===== config.mk =====
export PLATFORM = sky130hd
export DESIGN_NAME = chain_run_ctrl
export DESIGN_NICKNAME = d
export VERILOG_FILES = /design/src/rtl/chain_ctrl_pkg.sv /design/src/rtl/sat_counter.sv /design/src/rtl/chain_run_ctrl.sv
export SDC_FILE = /design/constraint.sdc
export NUM_CORES = 1
export LEC_CHECK = 0
export CORE_MARGIN = 2
export CORE_UTILIZATION = 47
export DETAILED_ROUTE_END_ITERATION = 10
export GPL_TIMING_DRIVEN = 1
export MAX_ROUTING_LAYER = met4
export PLACE_DENSITY = 0.77
export SYNTH_ARGS = -nofsm -noshare
export SYNTH_HDL_FRONTEND = slang
export SYNTH_SLANG_ARGS = --single-unit

===== constraint.sdc =====
create_clock -name clk -period 2.1 [get_ports clk]
set_clock_uncertainty 0.05 [all_clocks]
set_input_delay 0.42 -clock clk [delete_from_list [all_inputs] [get_ports clk]]
set_output_delay 0.42 -clock clk [all_outputs]
set_load 0.02 [all_outputs]

===== src/rtl/chain_ctrl_pkg.sv =====
// chain_ctrl_pkg: shared state encoding and default widths for the counter-chain run controller.
package chain_ctrl_pkg;
  typedef enum logic [1:0] {IDLE, CLEAR, RUN, DONE} state_t;
  localparam int DEF_CLR_CYCLES   = 4;
  localparam int DEF_TARGET_WRAPS = 1;
  localparam int DEF_WRAP_W       = 8;
  localparam int DEF_CYC_W        = 32;
endpackage


===== src/rtl/sat_counter.sv =====
// sat_counter: up-counter that sticks at all-ones and flags any increment lost to saturation.
module sat_counter #(
  parameter int W = 32
) (
  input  logic         clk,
  input  logic         rst,
  input  logic         i_clr,
  input  logic         i_inc,
  output logic [W-1:0] o_q,
  output logic         o_sat
);
  logic [W-1:0] r_q;
  logic         r_sat;
  always_ff @(posedge clk or posedge rst) begin
    if (rst) begin
      r_q   <= '0;
      r_sat <= 1'b0;
    end else if (i_clr) begin
      r_q   <= '0;
      r_sat <= 1'b0;
    end else if (i_inc) begin
      r_q   <= &r_q ? r_q : r_q + W'(1);
      r_sat <= r_sat | (&r_q);
    end
  end
  assign o_q   = r_q;
  assign o_sat = r_sat;
endmodule


===== src/rtl/chain_run_ctrl.sv =====
// chain_run_ctrl: clears the cascaded counter chain, runs it for a target number of final-stage wraps,
// and measures the exact number of enabled cycles of the run.
module chain_run_ctrl
  import chain_ctrl_pkg::*;
#(
  parameter int CLR_CYCLES   = DEF_CLR_CYCLES,
  parameter int TARGET_WRAPS = DEF_TARGET_WRAPS,
  parameter int WRAP_W       = DEF_WRAP_W,
  parameter int CYC_W        = DEF_CYC_W
) (
  input  logic              clk,
  input  logic              reset,
  input  logic              start,
  input  logic              abort,
  input  logic              pause,
  input  logic              first_tc,
  input  logic              final_tc,
  output logic              chain_reset,
  output logic              chain_enable,
  output logic              busy,
  output logic              done,
  output logic              heartbeat,
  output logic [WRAP_W-1:0] wrap_cnt,
  output logic [CYC_W-1:0]  run_cycles,
  output logic              cyc_ovf
);
  localparam int CLR_W = CLR_CYCLES > 1 ? $clog2(CLR_CYCLES) : 1;
  state_t            r_state;
  logic [CLR_W-1:0]  r_clr_cnt;
  logic [WRAP_W-1:0] r_wrap_cnt;
  logic              r_chain_reset, r_chain_enable, r_heartbeat;
  logic              w_clr, w_inc, w_last;
  assign w_clr  = start && !abort && (r_state == IDLE || r_state == DONE);
  assign w_inc  = r_chain_enable && !abort;
  // enable is only ever high in RUN, so it alone marks a counted cycle
  assign w_last = r_chain_enable && final_tc && r_wrap_cnt == WRAP_W'(TARGET_WRAPS - 1);
  always_ff @(posedge clk or posedge reset) begin
    if (reset) begin
      r_state        <= IDLE;
      r_chain_reset  <= 1'b1;
      r_chain_enable <= 1'b0;
      r_heartbeat    <= 1'b0;
      r_wrap_cnt     <= '0;
      r_clr_cnt      <= '0;
    end else if (abort) begin
      r_state        <= IDLE;
      r_chain_reset  <= 1'b1;
      r_chain_enable <= 1'b0;
    end else begin
      case (r_state)
        IDLE, DONE: begin
          r_chain_reset  <= start;
          r_chain_enable <= 1'b0;
          if (start) begin
            r_state     <= CLEAR;
            r_clr_cnt   <= '0;
            r_wrap_cnt  <= '0;
            r_heartbeat <= 1'b0;
          end
        end
        CLEAR: begin
          r_clr_cnt <= r_clr_cnt + CLR_W'(1);
          if (r_clr_cnt == CLR_W'(CLR_CYCLES - 1)) begin
            r_state        <= RUN;
            r_chain_reset  <= 1'b0;
            r_chain_enable <= !pause;
          end
        end
        RUN: begin
          if (r_chain_enable) begin
            r_heartbeat <= r_heartbeat ^ first_tc;
            r_wrap_cnt  <= final_tc ? r_wrap_cnt + WRAP_W'(1) : r_wrap_cnt;
          end
          r_chain_enable <= !pause && !w_last;
          if (w_last) r_state <= DONE;
        end
        default: r_state <= IDLE;
      endcase
    end
  end
  sat_counter #(.W(CYC_W)) u_cyc (
    .clk  (clk),
    .rst  (reset),
    .i_clr(w_clr),
    .i_inc(w_inc),
    .o_q  (run_cycles),
    .o_sat(cyc_ovf)
  );
  assign chain_reset  = r_chain_reset;
  assign chain_enable = r_chain_enable;
  assign busy         = r_state == CLEAR || r_state == RUN;
  assign done         = r_state == DONE;
  assign heartbeat    = r_heartbeat;
  assign wrap_cnt     = r_wrap_cnt;
endmodule


Yosys cells after proc, flatten, opt, wreduce, memory -nomap -nowiden
Cells that the tools add are included.
W data, S select, Z words.
- add/sub/neg operators: 3
- multipliers: 0
- divide/modulo/power cells: 0
- order comparisons: 0
- equality and inequality tests: 11
- shift operators: 0
- muxes and demuxes: 25
- bitwise gates (word level): 3
- reductions and logical operators: 25
- operators with widths (cell ; count):
    $mux W32 ; 3
    $add A32 B1 Y32 const B ; 1
    $reduce_and A32 Y1 ; 1
    $mux W8 ; 3
    $pmux W8 S2 ; 1
    $mux W2 ; 5
    $ne A3 B3 Y1 const B ; 3
    $add A8 B1 Y8 const B ; 1
    $logic_not A8 Y1 ; 1
    $mux W1 ; 8
    $eq A2 B2 Y1 const B ; 3
    $logic_and A1 B1 Y1 ; 6
    $ne A2 B2 Y1 const B ; 3
    $pmux W2 S3 ; 1
    $reduce_and A3 Y1 ; 2
    $reduce_bool A2 Y1 ; 3
    $reduce_and A5 Y1 ; 1
    $pmux W1 S2 ; 2
    $pmux W2 S2 ; 1
    $reduce_and A2 Y1 ; 2
    $reduce_and A4 Y1 ; 1
    $logic_not A1 Y1 ; 3
    $pmux W1 S3 ; 1
    $reduce_bool A3 Y1 ; 1
    9 further kinds ; 10
- register bits: 48
- latch bits: 0
- memory bits (writable): 0
- bits in read-only memories: 0
- input bits: 7
- word-level logic and storage cells: 75
- memories kept: 0

Logic depth before layout (Yosys ltp)
- word-level depth: 6
- gate-level depth with buffers: 8
- depth with buffers taken out: 7

Hierarchy
From an unflattened synthesis, not the netlist that was laid out.
- cell total of the unflattened synthesis: 302
- area total of the unflattened synthesis: 2849.0 um^2
- by module, submodules not included (module ; times used ; cells an instance ; area each (um^2) ; sequential area each (um^2)):
    sat_counter ; 1 ; 202 ; 1939.4 ; 825.8
    chain_run_ctrl ; 1 ; 100 ; 909.6 ; 376.6

Worst setup path before layout
Ideal clock, no wire load.
- path type: reg2reg
- from: register r_state[0]
- to: register r_wrap_cnt[3], in the netlist wrap_cnt[3]
- library setup time: 135 ps
- data arrival time: 2041 ps
- data required time: 1915 ps
- setup slack: -127 ps
- stages on the path, launching flop included: 8
- path buffers: 0
- path through: dfrtp_1 inv_1 ha_1 nand2b_1 a2111oi_0 nand4_1 xor2_1 nor2_1
- cells in the longest elaborated chain, start to end: 4
- elaborated cells between the ends (all ways): 10
- classes of those cells: eq/ne: 5; mux: 1; reduce/logical: 4
- ends and longest elaborated chain (element ; line ; RTL):
    start: declaration ; chain_run_ctrl.sv:28 ; state_t r_state;
    start signal: assignment ; chain_run_ctrl.sv:39 ; r_state <= IDLE;
    start signal: assignment ; chain_run_ctrl.sv:46 ; r_state <= IDLE;
    start signal: assignment ; chain_run_ctrl.sv:55 ; r_state <= CLEAR;
    $eq A2 B2 Y1 / $logic_not A2 Y1 (equally long branches) ; chain_run_ctrl.sv:50 ; case (r_state)
    $reduce_or A2 Y1 ; chain_run_ctrl.sv:50 ;
    $ne A2 B2 Y1 (no source line) / $reduce_bool A2 Y1 (equally long branches) ; n/a ;
    $reduce_and A5 Y1 (no source line) ; n/a ;
    end signal: assignment ; chain_run_ctrl.sv:72 ; r_wrap_cnt <= final_tc ? r_wrap_cnt + WRAP_W'(1) : r_wrap_cnt;
    end: declaration ; chain_run_ctrl.sv:30 ; logic [WRAP_W-1:0] r_wrap_cnt;
Several ways; a longest one is shown, not always the timed one.
A chain may end at the register's enable or synchronous reset.

Worst setup path in the final report
- from: register r_state[1]
- to: output port done
- cells in the longest elaborated chain, start to end: 1
- ends and longest elaborated chain (element ; line ; RTL):
    $eq A2 B2 Y1 ; chain_run_ctrl.sv:92 ; assign done = r_state == DONE;
    end: declaration ; chain_run_ctrl.sv:21 ; output logic done,
Every way passes these cells.

==> flow_summary.yaml <==
yosys:
  syn_nets: 312
  synth-seq-cells: 48
  synth_edf_count: 0
  ys_top_cells_by_area: "dfrtp_1, ha_1, nor2_1, a21oi_1, nand2_1"
  synth.avg_cell_area_sq_um: 9.291
  synth_area_leader_cell: "dfrtp_1"
  synth.distinct_cells: 50
  synthArstFlopShare: 1.000
  synth_top_area_frac: 0.4277
  yosys_warnings: 0
  syn_inst: 296
  syn_area_sq_um: 2750
  ys.flop_type: "dfrtp_1"
  seq_area_frac_synth: 0.4372
drt:
  wirelength_um: 7325
  via_per_inst: 5.719
  postRouteAntennaNets: 0
  vias: 2688
  drt_iter0_drc: 179
  wire_per_inst_um: 15.59
  firstDrtPassIters: 4
  drc_errors: 0
outcome:
  status: "finished, final reports clean"
clocking:
  ctsRootBufferMaster: "clkbuf_8"
  path_clk_slew_ns: 0.10
  numCtsBuffers: 5
  insertion_delay_ns: 0.31
  htreeDepth: 2
  hold_buffers: 0
  clock_sinks: 48
  clock_path_buffers: 2
  cts_tree: "done"
setup_path:
  cpLargestDelayFamily: "buffers and inverters"
  rr_worst_depth: 7
  crit_buf_inv: 2
  critical_path.max_fanout: 4
  cp.arrival_ns: 1.60
  rr_startpoint: "wrap_cnt[1]"
  reg2reg_setup_slack_ns: 0.07
  crit_cells: 3
  cp_slowest_cell: "clkdlybuf4s50_1"
  r2r_end: "r_state[0]"
  endpoint_kind: "output pin"
  cp.required_ns: 1.63
  cpPeakStageDelay_ns: 0.54
  crit_path_start_kind: "flop"
  cp_cell_sequence: "buf_4 -> ha_1 -> clkdlybuf4s50_1"
  crit_type: "reg2out"
power:
  leakage_uw: 0.001670
  vdd_ir_drop_max_v: 0.0006380
  powerDensity_nw_per_um2: 630.7
  power_uw: 2503
placement:
  dpl.hpwl_um: 5219
  portBuffers: 52
  dp.cells: 460
  place_ws_ns: -0.1384
  place_congestion: 0.8627
die:
  coreArea_sq_um: 5574
  start_util: 0.4934
  row_count: 27
  ios: 53
  die-width_um: 80.50
  die_h_um: 80.50
  die-area_sq_um: 6479
sta:
  drv_slew: 0
  fin_ws_ns: 0.03054
  timing.slew.headroom: 0.7399
  hold_violations: 0
  worst_slew_pin_slew_ns: 0.3853
  fmax_mhz: 483.2
  fin_crit_ns: 2.069
  setup_violations: 0
  fin_hold_ws_ns: 0.3424
  period_share: 0.9855
  rsz0062_at_grt: "yes"
global_routing:
  grtUsageTotal: 0.2361
  grt_pass1_wl_um: 11680
  overflow: 0
  antenna_found_initial: 0
  grt_start_max_net_pins: 34
  grt_pass1_vias: 2524
finish:
  fillers: 439
  final_nets: 413
  area_growth_pct: 44.31
  drive_above_1_share: 0.2487
  diodes: 0
  final_cells: 470
  fin_util: 0.7120
flow_run:
  max_cap_viol_count: 0
worst_hold_path:
  hold_path_class: "in2async"
==> area by class of cell <==
cell class / count / area [sq um] / share of cell area
multi-input combinational: 226 / 1578 / 0.3975
sequential: 48 / 1211 / 0.3052
timing repair buffer: 107 / 958.4 / 0.2415
tap: 72 / 90.09 / 0.02270
clock buffer: 6 / 82.58 / 0.02081
inverter: 9 / 33.78 / 0.008512
clock inverter: 2 / 15.01 / 0.003783
==> stage by stage <==
stage	setup TNS (ns)	area, sq um
final	0	3969
after global routing	-0.09301	3969
after CTS	0	3839
after detailed placement	-1.319	3740
after global placement	-0.5708	3740
after floorplan	-0.2070	2761
==> flip-flops by register name (all words and copies together), names as in the netlist <==
| register | count |
|---|---|
| u_cyc.o_q | 32 |
| wrap_cnt | 8 |
| r_clr_cnt | 2 |
| r_state | 2 |
| chain_enable | 1 |
| chain_reset | 1 |
| heartbeat | 1 |
| u_cyc.o_sat | 1 |
==> how the worst max path moves through the flow <==
stage / from / to / slack (ns)
4_1_cts: wrap_cnt[1] / r_state[0] / 0.003
5_1_grt: r_state[1] / done / -0.04
6_report: r_state[1] / done / 0.03
3_5_place_dp: abort / u_cyc.o_q[30] / -0.14
3_3_place_gp: abort / u_cyc.o_q[30] / -0.11
2_1_floorplan: u_cyc.o_q[26] / u_cyc.o_q[30] / -0.06
==> timing repair <==
action,in CTS,in global routing
gates resized for setup,2,23
cloned,0,1
setup buffers,0,1
setup endpoints to repair,2,20
pin swaps,0,3
==> cells in the final DEF, fill, tap and decap left out, drive strengths merged, types with 4 or more instances in the layout <==
| cell | count |
|---|---|
| inv | 9 |
| o21ai | 11 |
| nand2 | 27 |
| buf | 55 |
| nand3 | 14 |
| or4 | 9 |
| and2 | 6 |
| o31ai | 11 |
| xor2 | 9 |
| xnor2 | 8 |
| dfrtp | 47 |
| nand4 | 12 |
| and3 | 4 |
| nor2 | 29 |
| clkbuf | 6 |
| a21oi | 21 |
| and4 | 9 |
| ha | 9 |
| nand2b | 6 |
| or3 | 8 |
| nor4 | 4 |
| clkdlybuf4s50 | 51 |
==> power breakdown <==
group / leakage [uW] / internal [uW] / switching [uW]
clock: 0.0000434 / 267 / 333
combinational: 0.000975 / 390 / 487
sequential: 0.000652 / 985 / 41.7
total: 0.00167 / 1640 / 861
==> cells in the mapped netlist, types with 2 or more instances <==
cell type / instances
a21oi_1: 21
a311oi_1: 2
a31o_2: 2
a31oi_1: 2
and2_1: 6
and3_1: 4
and4_1: 9
buf_2: 4
clkbuf_1: 8
dfrtp_1: 47
ha_1: 9
inv_1: 9
mux2i_1: 2
nand2_1: 27
nand2b_1: 6
nand3_1: 13
nand4_1: 11
nor2_1: 29
nor2b_1: 2
nor3_1: 2
nor4_1: 3
o21ai_0: 11
o31ai_1: 10
or3_1: 8
or4_1: 9
xnor2_1: 8
xor2_1: 9
==> routing by layer <==
metal | vias to the layer above | wire length (um) | track usage
met2 | 73 | 3810 | 0.3892
met3 | 16 | 276 | 0.04382
met1 | 1312 | 3105 | 0.2926
met4 | 0 | 133 | 0.08136
li1 | 1287 | - | -
met5 | - | 0 | -
==> cell families after synthesis <==
group           count (synthesis)  share of synthesized area
simple gates                  136                     0.2775
buf+inv                        22                    0.03321
compound gates                 62                     0.1497
xor+xnor                       17                    0.05414
fa+ha+maj                       9                    0.04095
mux                             2                   0.007280
flops                          48                     0.4372
Note: power is estimated with default switching activity, not from simulation.
